[config.mk]
export PLATFORM = sky130hd
export DESIGN_NAME = wb_pixel_readback_flat
export DESIGN_NICKNAME = d
export VERILOG_FILES = /design/src/rtl/display_pkg.sv /design/src/rtl/wb_pixel_readback_if.sv /design/src/rtl/wb_regfile.sv /design/src/rtl/wb_pixel_readback.sv /design/src/flat_wrapper.sv
export SDC_FILE = /design/constraint.sdc
export NUM_CORES = 1
export LEC_CHECK = 0
export CORE_MARGIN = 2
export CORE_UTILIZATION = 54
export DETAILED_ROUTE_END_ITERATION = 8
export DONT_BUFFER_PORTS = 1
export PLACE_DENSITY = 0.68
export REMOVE_ABC_BUFFERS = 1
export SLEW_MARGIN = 20
export SYNTH_ARGS = -nofsm -noshare
export SYNTH_HDL_FRONTEND = slang
export SYNTH_SLANG_ARGS = --single-unit
[constraint.sdc]
create_clock -name clk -period 1.95 [get_ports clk]
set_clock_uncertainty 0.05 [all_clocks]
set_input_delay 0.39 -clock clk [delete_from_list [all_inputs] [get_ports clk]]
set_output_delay 0.39 -clock clk [all_outputs]
set_load 0.01 [all_outputs]
[src/rtl/display_pkg.sv]
// ----------------------------------------------------------------------------
// display_pkg
// Shared definitions for the CPU-facing display responder:
//   - FSM state encoding of the Wishbone responder
//   - register offsets within the register window (address bit 12 set)
//   - default ID register value and brightness reset value
// ----------------------------------------------------------------------------
package display_pkg;

    typedef enum logic [1:0] {
        ST_IDLE     = 2'd0,
        ST_MEM_WAIT = 2'd1,
        ST_ACK      = 2'd2,
        ST_RELEASE  = 2'd3
    } state_t;

    localparam logic [1:0] REG_CTRL    = 2'd0;
    localparam logic [1:0] REG_STATUS  = 2'd1;
    localparam logic [1:0] REG_ID      = 2'd2;
    localparam logic [1:0] REG_SCRATCH = 2'd3;

    localparam logic [15:0] DEF_ID_VALUE = 16'hB175;
    localparam logic [3:0]  BRIGHT_RST   = 4'hF;

    // Address bit 12 selects the register window; below it lives pixel space.
    function automatic logic is_reg_space(input logic [15:0] addr);
        return addr[12];
    endfunction

endpackage

[src/rtl/wb_pixel_readback_if.sv]
// ----------------------------------------------------------------------------
// wb_pixel_readback_if
// Wishbone bus between the GPMC bridge (master) and the pixel readback
// responder (slave).
//   wbs_address   master->slave  16  byte-less word address
//   wbs_writedata master->slave  16  write data
//   wbs_strobe    master->slave   1  strobe
//   wbs_cycle     master->slave   1  cycle
//   wbs_write     master->slave   1  1=write, 0=read
//   wbs_readdata  slave->master  16  read data
//   wbs_ack       slave->master   1  one-cycle acknowledge
// ----------------------------------------------------------------------------
interface wb_pixel_readback_if;

    logic [15:0] wbs_address;
    logic [15:0] wbs_writedata;
    logic [15:0] wbs_readdata;
    logic        wbs_strobe;
    logic        wbs_cycle;
    logic        wbs_write;
    logic        wbs_ack;

    modport master (
        output wbs_address, wbs_writedata, wbs_strobe, wbs_cycle, wbs_write,
        input  wbs_readdata, wbs_ack
    );

    modport slave (
        input  wbs_address, wbs_writedata, wbs_strobe, wbs_cycle, wbs_write,
        output wbs_readdata, wbs_ack
    );

endinterface

[src/rtl/wb_regfile.sv]
// ----------------------------------------------------------------------------
// wb_regfile
// CTRL / SCRATCH storage and the register read mux for the readback block.
//   clk           in   1  system clock
//   gls_reset     in   1  synchronous active-high reset
//   i_wr_en       in   1  register write strobe (one cycle)
//   i_sel         in   2  register offset
//   i_wdata       in  16  write data
//   i_frame_count in  16  live frame counter, returned by STATUS
//   o_rdata       out 16  combinational read data for offset i_sel
//   o_ctrl_enable out  1  display enable (CTRL bit 0)
//   o_ctrl_bright out  4  brightness (CTRL bits 7:4)
// ----------------------------------------------------------------------------
module wb_regfile
    import display_pkg::*;
#(
    parameter logic [15:0] ID_VALUE = DEF_ID_VALUE
) (
    input  logic        clk,
    input  logic        gls_reset,
    input  logic        i_wr_en,
    input  logic [1:0]  i_sel,
    input  logic [15:0] i_wdata,
    input  logic [15:0] i_frame_count,
    output logic [15:0] o_rdata,
    output logic        o_ctrl_enable,
    output logic [3:0]  o_ctrl_bright
);

    logic        r_enable;
    logic [3:0]  r_bright;
    logic [15:0] r_scratch;

    // STATUS and ID are read-only; writes to them fall through the default.
    always_ff @(posedge clk) begin
        if (gls_reset) begin
            r_enable  <= 1'b0;
            r_bright  <= BRIGHT_RST;
            r_scratch <= 16'h0000;
        end else if (i_wr_en) begin
            case (i_sel)
                REG_CTRL: begin
                    r_enable <= i_wdata[0];
                    r_bright <= i_wdata[7:4];
                end
                REG_SCRATCH: r_scratch <= i_wdata;
                default: ;
            endcase
        end
    end

    always_comb begin
        o_rdata = 16'h0000;
        case (i_sel)
            REG_CTRL:    o_rdata = {8'h00, r_bright, 3'b000, r_enable};
            REG_STATUS:  o_rdata = i_frame_count;
            REG_ID:      o_rdata = ID_VALUE;
            REG_SCRATCH: o_rdata = r_scratch;
            default:     o_rdata = 16'h0000;
        endcase
    end

    assign o_ctrl_enable = r_enable;
    assign o_ctrl_bright = r_bright;

endmodule

[src/rtl/wb_pixel_readback.sv]
// ----------------------------------------------------------------------------
// wb_pixel_readback
// Wishbone slave terminating reads and writes from the GPMC bridge. Pixel
// space (address bit 12 = 0) goes to the framebuffer write port / pixel
// memory read port; the register window (bit 12 = 1) goes to wb_regfile.
//   clk          in   1       system clock
//   gls_reset    in   1       synchronous active-high reset
//   wbs          slave        Wishbone bus (wb_pixel_readback_if.slave)
//   pix_w_addr   out  ADDR_W  framebuffer write address
//   pix_w_data   out  PIX_W   framebuffer write data
//   pix_w_en     out  1       framebuffer write pulse
//   mem_r_addr   out  ADDR_W  pixel memory read address
//   mem_r_en     out  1       pixel memory read pulse
//   mem_r_data   in   PIX_W   read data, valid RAM_LAT cycles after mem_r_en
//   frame_count  in   16      frame counter, returned by STATUS
//   ctrl_enable  out  1       display enable
//   ctrl_bright  out  4       global brightness
//
// state     | meaning
// ----------+------------------------------------------------------------
// IDLE      | waiting for strobe & cycle; decodes and launches the access
// MEM_WAIT  | counting down pixel memory latency, then captures read data
// ACK       | raises wbs_ack for the following cycle
// RELEASE   | ack visible; waits for strobe and cycle both low
// ----------------------------------------------------------------------------
module wb_pixel_readback
    import display_pkg::*;
#(
    parameter int          ADDR_W   = 12,
    parameter int          PIX_W    = 12,
    parameter int          RAM_LAT  = 1,
    parameter logic [15:0] ID_VALUE = DEF_ID_VALUE
) (
    input  logic                clk,
    input  logic                gls_reset,
    wb_pixel_readback_if.slave  wbs,
    output logic [ADDR_W-1:0]   pix_w_addr,
    output logic [PIX_W-1:0]    pix_w_data,
    output logic                pix_w_en,
    output logic [ADDR_W-1:0]   mem_r_addr,
    output logic                mem_r_en,
    input  logic [PIX_W-1:0]    mem_r_data,
    input  logic [15:0]         frame_count,
    output logic                ctrl_enable,
    output logic [3:0]          ctrl_bright
);

    state_t             r_state;
    logic [1:0]         r_cnt;
    logic               r_ack;
    logic [15:0]        r_readdata;
    logic [ADDR_W-1:0]  r_pix_w_addr;
    logic [PIX_W-1:0]   r_pix_w_data;
    logic               r_pix_w_en;
    logic [ADDR_W-1:0]  r_mem_r_addr;
    logic               r_mem_r_en;

    logic               w_req;
    logic               w_reg_sel;
    logic               w_reg_wr;
    logic [15:0]        w_reg_rdata;
    logic               w_unused_addr;

    assign w_req     = wbs.wbs_strobe & wbs.wbs_cycle;
    assign w_reg_sel = is_reg_space(wbs.wbs_address);
    assign w_reg_wr  = (r_state == ST_IDLE) & w_req & wbs.wbs_write & w_reg_sel;

    // Upper address bits alias onto the same pixel/register space.
    assign w_unused_addr = ^wbs.wbs_address[15:13];

    wb_regfile #(
        .ID_VALUE (ID_VALUE)
    ) u_regfile (
        .clk           (clk),
        .gls_reset     (gls_reset),
        .i_wr_en       (w_reg_wr),
        .i_sel         (wbs.wbs_address[1:0]),
        .i_wdata       (wbs.wbs_writedata),
        .i_frame_count (frame_count),
        .o_rdata       (w_reg_rdata),
        .o_ctrl_enable (ctrl_enable),
        .o_ctrl_bright (ctrl_bright)
    );

    always_ff @(posedge clk) begin
        if (gls_reset) begin
            r_state      <= ST_IDLE;
            r_cnt        <= 2'd0;
            r_ack        <= 1'b0;
            r_readdata   <= 16'h0000;
            r_pix_w_addr <= '0;
            r_pix_w_data <= '0;
            r_pix_w_en   <= 1'b0;
            r_mem_r_addr <= '0;
            r_mem_r_en   <= 1'b0;
        end else begin
            r_ack      <= 1'b0;
            r_pix_w_en <= 1'b0;
            r_mem_r_en <= 1'b0;
            case (r_state)
                ST_IDLE: begin
                    if (w_req) begin
                        if (w_reg_sel) begin
                            if (!wbs.wbs_write) begin
                                r_readdata <= w_reg_rdata;
                            end
                            r_state <= ST_ACK;
                        end else if (wbs.wbs_write) begin
                            r_pix_w_addr <= wbs.wbs_address[ADDR_W-1:0];
                            r_pix_w_data <= wbs.wbs_writedata[PIX_W-1:0];
                            r_pix_w_en   <= 1'b1;
                            r_state      <= ST_ACK;
                        end else begin
                            r_mem_r_addr <= wbs.wbs_address[ADDR_W-1:0];
                            r_mem_r_en   <= 1'b1;
                            r_cnt        <= 2'(RAM_LAT);
                            r_state      <= ST_MEM_WAIT;
                        end
                    end
                end
                // The counter reaches 1 on the edge at which memory data is
                // valid, so MEM_WAIT lasts exactly RAM_LAT cycles. The bus
                // is not watched here: a dropped cycle still completes.
                ST_MEM_WAIT: begin
                    if (r_cnt == 2'd1) begin
                        r_readdata <= {{(16-PIX_W){1'b0}}, mem_r_data};
                        r_state    <= ST_ACK;
                    end else begin
                        r_cnt <= r_cnt - 2'd1;
                    end
                end
                ST_ACK: begin
                    r_ack   <= 1'b1;
                    r_state <= ST_RELEASE;
                end
                ST_RELEASE: begin
                    if (!wbs.wbs_strobe && !wbs.wbs_cycle) begin
                        r_state <= ST_IDLE;
                    end
                end
                default: r_state <= ST_IDLE;
            endcase
        end
    end

    assign wbs.wbs_ack      = r_ack;
    assign wbs.wbs_readdata = r_readdata;
    assign pix_w_addr       = r_pix_w_addr;
    assign pix_w_data       = r_pix_w_data;
    assign pix_w_en         = r_pix_w_en;
    assign mem_r_addr       = r_mem_r_addr;
    assign mem_r_en         = r_mem_r_en;

endmodule

[src/flat_wrapper.sv]
// flat-port wrapper written by rule: the top's interface ports become plain ports
module wb_pixel_readback_flat import display_pkg::*;
#(
    parameter int          ADDR_W   = 12,
    parameter int          PIX_W    = 12,
    parameter int          RAM_LAT  = 1,
    parameter logic [15:0] ID_VALUE = DEF_ID_VALUE
)
  (clk, gls_reset, pix_w_addr, pix_w_data, pix_w_en, mem_r_addr, mem_r_en, mem_r_data, frame_count, ctrl_enable, ctrl_bright, wbs_wbs_address, wbs_wbs_writedata, wbs_wbs_strobe, wbs_wbs_cycle, wbs_wbs_write, wbs_wbs_readdata, wbs_wbs_ack);
  wb_pixel_readback_if wbs_i ();
  input  logic clk;
  input  logic gls_reset;
  output logic [ADDR_W-1:0] pix_w_addr;
  output logic [PIX_W-1:0] pix_w_data;
  output logic pix_w_en;
  output logic [ADDR_W-1:0] mem_r_addr;
  output logic mem_r_en;
  input  logic [PIX_W-1:0] mem_r_data;
  input  logic [15:0] frame_count;
  output logic ctrl_enable;
  output logic [3:0] ctrl_bright;
  input wire logic [$bits(wbs_i.wbs_address)-1:0] wbs_wbs_address;
  input wire logic [$bits(wbs_i.wbs_writedata)-1:0] wbs_wbs_writedata;
  input wire logic [$bits(wbs_i.wbs_strobe)-1:0] wbs_wbs_strobe;
  input wire logic [$bits(wbs_i.wbs_cycle)-1:0] wbs_wbs_cycle;
  input wire logic [$bits(wbs_i.wbs_write)-1:0] wbs_wbs_write;
  output wire logic [$bits(wbs_i.wbs_readdata)-1:0] wbs_wbs_readdata;
  output wire logic [$bits(wbs_i.wbs_ack)-1:0] wbs_wbs_ack;
  assign wbs_i.wbs_address = wbs_wbs_address;
  assign wbs_i.wbs_writedata = wbs_wbs_writedata;
  assign wbs_i.wbs_strobe = wbs_wbs_strobe;
  assign wbs_i.wbs_cycle = wbs_wbs_cycle;
  assign wbs_i.wbs_write = wbs_wbs_write;
  assign wbs_wbs_readdata = wbs_i.wbs_readdata;
  assign wbs_wbs_ack = wbs_i.wbs_ack;
  wb_pixel_readback #(.ADDR_W(ADDR_W), .PIX_W(PIX_W), .RAM_LAT(RAM_LAT), .ID_VALUE(ID_VALUE)) u_core (.clk(clk), .gls_reset(gls_reset), .wbs(wbs_i), .pix_w_addr(pix_w_addr), .pix_w_data(pix_w_data), .pix_w_en(pix_w_en), .mem_r_addr(mem_r_addr), .mem_r_en(mem_r_en), .mem_r_data(mem_r_data), .frame_count(frame_count), .ctrl_enable(ctrl_enable), .ctrl_bright(ctrl_bright));
endmodule
; Word-level counts from Yosys, hierarchy flattened
; Cells that the tools add are included.
; W data, S select, Z words.
[word_totals]
register_bits = 80
elab_cells = 69
latch_bits = 0
out_inout_bits = 60
mem_bits_ro = 0
ramBits = 0
inputBits = 65
n_memories = 0
[classes]
bitwise = 8
n_eq_ne = 14
n_div = 0
multipliers = 0
mux = 20
n_reduce_logical = 14
shifts = 0
addsub = 1
magnitude_cmp = 0
[op_table]
columns = cell, n
row1 = $mux W16, 4
row2 = $pmux W16 S4, 1
row3 = $pmux W16 S2, 1
row4 = $mux W2, 9
row5 = $reduce_and A5 Y1, 2
row6 = $eq A2 B2 Y1 const B, 4
row7 = $ne A2 B2 Y1 const B, 4
row8 = $pmux W2 S4, 1
row9 = $reduce_and A4 Y1, 2
row10 = $eq A2 B1 Y1 const B, 3
row11 = $ne A2 B1 Y1 const B, 3
row12 = $and A1 B1 Y1, 4
row13 = $logic_not A2 Y1, 2
row14 = $not A1 Y1, 4
row15 = $pmux W2 S2, 1
row16 = $reduce_and A2 Y1, 2
row17 = $reduce_or A4 Y1, 1
row18 = $mux W1, 3
row19 = $reduce_and A3 Y1, 1
row20 = $logic_not A1 Y1, 2
row21 = $reduce_bool A2 Y1, 1
row22 = $sub A2 B1 Y2 const B, 1
row23 = $logic_and A1 B1 Y1, 1

; Longest topological paths before layout
[depth]
depth_word = 6
mapped_depth = 8

; Hierarchy
; Synthesis repeated with hierarchy kept, for this count alone.
[hier_totals]
cells_unflattened = 402
hier_area_um2 = 3766.1
[modules_own_cells]
columns = mod, instances, area_per_inst_um2, seq_area_each_um2, cells_each
row1 = wb_pixel_readback, 1, 2527.4, 1181.1, 267
row2 = wb_regfile, 1, 1238.7, 420.4, 135

; Least setup slack after synthesis
; No wires, ideal clock.
[synth_timing]
path_type = flip-flop to flip-flop
from = register u_core.r_state[1]
to = register u_core.r_readdata[15], in the netlist u_core.wbs.wbs_readdata[15]
period_less_slack_ns = 1.741
stages_incl_launch_ff = 9
path_buffers = 2
path_slack_ns = 0.209
arrival_ns = 1.568
required_ns = 1.777
cell_sequence = dfxtp_1 > inv_1 > ha_1 > nor2b_1 > clkbuf_1 > a21o_1 > nor2_1 > buf_2 > o21ai_0
[synth_between]
elab_chain_len = 3
elab_cells_between_ends = 9
[synth_lines]
columns = item, line_no
row1 = "start, declared", wb_pixel_readback.sv:48  ; state_t r_state;
row2 = "start signal, assigned", wb_pixel_readback.sv:87  ; r_state <= ST_IDLE;
row3 = "start signal, assigned", wb_pixel_readback.sv:107  ; r_state <= ST_ACK;
row4 = "start signal, assigned", wb_pixel_readback.sv:112  ; r_state <= ST_ACK;
row5 = $eq A2 B1 Y1 or $logic_not A2 Y1 (tied branches), wb_pixel_readback.sv:100  ; case (r_state)
row6 = "$ne A2 B1 Y1 (no line), or another cell as far along", n/a
row7 = $reduce_and A5 Y1 (no line), n/a
row8 = "end signal, assigned", wb_pixel_readback.sv:105  ; r_readdata <= w_reg_rdata;
row9 = "end signal, assigned", wb_pixel_readback.sv:126  ; r_readdata <= {{(16-PIX_W){1'b0}}, mem_r_data};
row10 = "end, declared", wb_pixel_readback.sv:51  ; logic [15:0] r_readdata;
; Parallel ways exist; a longest one is shown, timed or not.
; A chain may end at the register's enable or synchronous reset.

; Worst setup path in the final report
[layout_timing]
from = register u_core.r_state[0]
to = register u_core.u_regfile.r_bright[1], in the netlist u_core.u_regfile.o_ctrl_bright[1]
[layout_between]
elab_chain_len = 5
[layout_lines]
columns = item, line_no
row1 = $logic_not A2 Y1, wb_pixel_readback.sv:66  ; assign w_reg_wr = (r_state == ST_IDLE) & w_req & wbs.wbs_write & w_reg_sel;
row2 = $and A1 B1 Y1 (3 in series), wb_pixel_readback.sv:66
row3 = $reduce_and A2 Y1 (no line), n/a
row4 = "end signal, assigned", wb_regfile.sv:44  ; r_bright <= i_wdata[7:4];
row5 = "end, declared", wb_regfile.sv:31  ; logic [3:0] r_bright;
; Every way passes these cells.

==> flow_metrics.tcl <==
set metrics [dict create \
    synth_mux_area_share_pct 3.81 \
    synth-simple-area-share_pct 22.1 \
    portBuffers 0 \
    track_usage_pct 23.5 \
    numCtsBuffers 9 \
    yosysWarningCount 0 \
    cts_tree "built" \
    critPathLaunchType "register" \
    cp_cell_sequence "inv_2 -> ha_4 -> nand4_4 -> or4_2 -> a21oi_1" \
    relSlewSlack_pct 73.6 \
    ff2ff_path_depth 5 \
    coreArea_sq_mm 0.00603 \
    finalCritPeriodShare_pct 94.6 \
    final_net_count 496 \
    routed_wl_mm 8.44 \
    gp_congestion 0.863 \
    ir_drop_mv 0.492 \
    antenna_found_initial 0 \
    clk_latency_ps 340 \
    cts_root_buf "clkbuf_8" \
    worst-setup-path-type "reg2reg" \
    synth-edff-count 0 \
    clock.fmax_ghz 0.542 \
    clk_path_buf_depth 2 \
    setup_ws_ps 105 \
    grt_max_degree 75 \
    synth-xor-area-share_pct 0 \
    drcViolationCount 0 \
    mappedNetlistArea_sq_mm 0.00341 \
    ios 125 \
    post-cts-setup-buffers 0 \
    drv_cap 0 \
    reg2reg_setup_slack_ps 100 \
    initialDrtViolationCount 147 \
    start_util_pct 56.7 \
    ant_nets 0 \
    die_area_sq_mm 0.00698 \
    total_power_w 0.00341 \
    synth_top_family_by_area "simple AND/OR/NAND/NOR gates" \
    slowest_stage "or4_2" \
    syn_area_per_cell_sq_um 7.96 \
    post-dp-hpwl_mm 5.72 \
    holdPathEnd "u_core.pix_w_data[3]$_SDFFE_PP0P_" \
    wl_per_cell_um 16.8 \
    synth.distinct_cells 36 \
    die_w_um 83.5 \
    drtPass1Iterations 6 \
    path_max_fanout 7 \
    setup_viol 0 \
    reg2reg_from "u_core.r_state[0]$_SDFFE_PP0P_" \
    area_growth_pct 8.61 \
    hold_viol_final 0 \
    hold_class "in2reg" \
    grt_pass1_vias 2718 \
    power_density_mw_per_mm2 920 \
    async_reset_ff_share_pct 0 \
    ys_seq_elements 80 \
    hold_start "gls_reset" \
    status "finished clean" \
    drive_gt1_share_pct 8.90 \
    detail_route.vias_per_cell 5.65 \
    critical_path.max_stage_delay_ps 760 \
    vias 2834 \
    leakage_nw 1.32 \
    fin_util_pct 61.5 \
    worstHoldPathCells 1 \
    cts_htree_levels 3 \
    synthFlopType "dfxtp_1" \
    cp_data_required_time_ps 2170 \
    cp.arrival_ps 2070 \
    maxSlewViolCount 0 \
    grt_pass1_wl_mm 13.4 \
    cts_sinks 80 \
    tightestPinTransition_ps 396 \
    rows 28 \
    rsz0062_at_grt "no" \
    min_period_ps 1850 \
    worst_setup_path_end_kind "register" \
    n_antenna_cell 0 \
    pre_cts_slack_ps -51.1 \
    grt_remaining_overflow 0 \
    synthCells 429 \
    synth_fa_ha_area_share_pct 2.57 \
    r2r_end "u_core.u_regfile.o_ctrl_bright[1]$_SDFFE_PP1P_" \
    clkTransAtPathRegs_ps 80 \
    hold-worst-slack_ps 59.6 \
    synth_seq_area_share_pct 46.9 \
    die_y_um 83.5 \
    synth_compound_area_share_pct 19.8 \
]
==> stage by stage <==
| stage | instance area, sq um | instances | setup TNS, ps |
|---|---|---|---|
| 2_1_floorplan | 3280 | 398 | -834 |
| 3_3_place_gp | 3490 | 487 | 0 |
| 5_1_grt | 3710 | 502 | 0 |
| 6_report | 3710 | 502 | 0 |
| 4_1_cts | 3670 | 501 | 0 |
| 3_5_place_dp | 3490 | 487 | -221 |
==> how the worst max path moves through the flow <==
stage                                        start                                             end
finish              u_core.r_state[0]$_SDFFE_PP0P_  u_core.u_regfile.o_ctrl_bright[1]$_SDFFE_PP1P_
floorplan           u_core.r_state[1]$_SDFFE_PP0P_         u_core.wbs.wbs_readdata[2]$_SDFFE_PP0P_
detailed placement  u_core.r_state[1]$_SDFFE_PP0P_  u_core.u_regfile.o_ctrl_bright[1]$_SDFFE_PP1P_
global route        u_core.r_state[0]$_SDFFE_PP0P_  u_core.u_regfile.o_ctrl_bright[0]$_SDFFE_PP1P_
CTS                 u_core.r_state[1]$_SDFFE_PP0P_         u_core.wbs.wbs_readdata[4]$_SDFFE_PP0P_
global placement    u_core.r_state[0]$_SDFFE_PP0P_  u_core.u_regfile.o_ctrl_bright[0]$_SDFFE_PP1P_
==> placed cells by master (no fill, tap or decap), types with 2 or more instances in the layout <==
master    instances
a211oi_1          4
a21oi_1          83
a22o_1            4
a311o_1           2
a311oi_1          2
buf_4            13
clkbuf_8          9
clkinv_2          2
dfxtp_1          80
ha_1              6
inv_1             5
inv_2             2
mux2i_1          13
nand2_1         114
nand2b_1          9
nand3_1           4
nand4_1           3
nor2_1           17
nor2b_1           2
nor3_1           10
nor3_2            3
o21a_1            2
o21ai_0           7
o31ai_1           9
or3_1             2
==> where the power goes <==
group	switching, W	internal, W	leakage [nW]	total [W]
registers	0.0000801	0.00170	0.647	0.00178
logic	0.000267	0.000209	0.588	0.000476
clock network	0.000579	0.000574	0.0880	0.00115
total	0.000926	0.00249	1.32	0.00341
==> state kept, by name (all words and copies together) (netlist names) <==
register / cells
u_core.u_regfile.r_scratch: 16
u_core.wbs.wbs_readdata: 16
u_core.mem_r_addr: 12
u_core.pix_w_addr: 12
u_core.pix_w_data: 12
u_core.u_regfile.o_ctrl_bright: 4
u_core.r_cnt: 2
u_core.r_state: 2
u_core.mem_r_en: 1
u_core.pix_w_en: 1
u_core.u_regfile.o_ctrl_enable: 1
u_core.wbs.wbs_ack: 1
==> worst max-delay path, delay by kind of cell (launching register included) <==
kind / cells / cell delay, ps
AND/OR/NAND/NOR: 2 / 890
buffers and inverters: 1 / 120
adder cells (fa/ha/maj): 1 / 190
flip-flops: 1 / 370
AO/OA/AOI/OAI: 1 / 160
==> synthesized netlist by cell type, drive strengths merged, types with 4 or more instances <==
cell type / n / area (sq um)
nand3: 4 / 20.0
nand2: 114 / 428
a22o: 4 / 35.0
nor3: 13 / 75.1
a21oi: 83 / 415
buf: 18 / 87.6
ha: 7 / 87.6
nand4: 4 / 31.3
nand2b: 9 / 56.3
o31ai: 9 / 67.6
inv: 7 / 26.3
mux2i: 13 / 130
nor2: 18 / 67.6
dfxtp: 80 / 1600
clkbuf: 13 / 48.8
a211oi: 4 / 30.0
o21ai: 7 / 35.0
==> repair_timing <==
| action | in CTS | in global routing |
|---|---|---|
| setup endpoints to repair | 5 | 35 |
| hold buffers | 0 | 0 |
| pin swaps | 0 | 1 |
| gates cloned | 0 | 1 |
| gates resized for setup | 1 | 7 |
==> cells by family after synthesis <==
family / after synthesis
buf+inv: 38
mux: 13
flops: 80
fa+ha+maj: 7
simple gates: 173
compound gates: 118
==> layout make-up <==
class / instances / area (sq um)
Clock buffer: 10 / 128
Clock inverter: 4 / 47.5
Fill cell: 529 / 2320
Inverter: 7 / 26.3
Multi-Input combinational cell: 312 / 1690
Sequential cell: 80 / 1600
Tap cell: 75 / 93.8
Timing Repair Buffer: 14 / 118
==> routing by layer <==
metal	wire length, um	up-vias	share of wire [%]	global-route usage (%)
li1	-	1447	-	-
met1	3700	1289	44	29.8
met2	4030	94	48	38.2
met3	657	4	7.8	8.80
met4	51	0	0.60	5.72
met5	0	-	0	0
(Power assumes the default switching activity.)
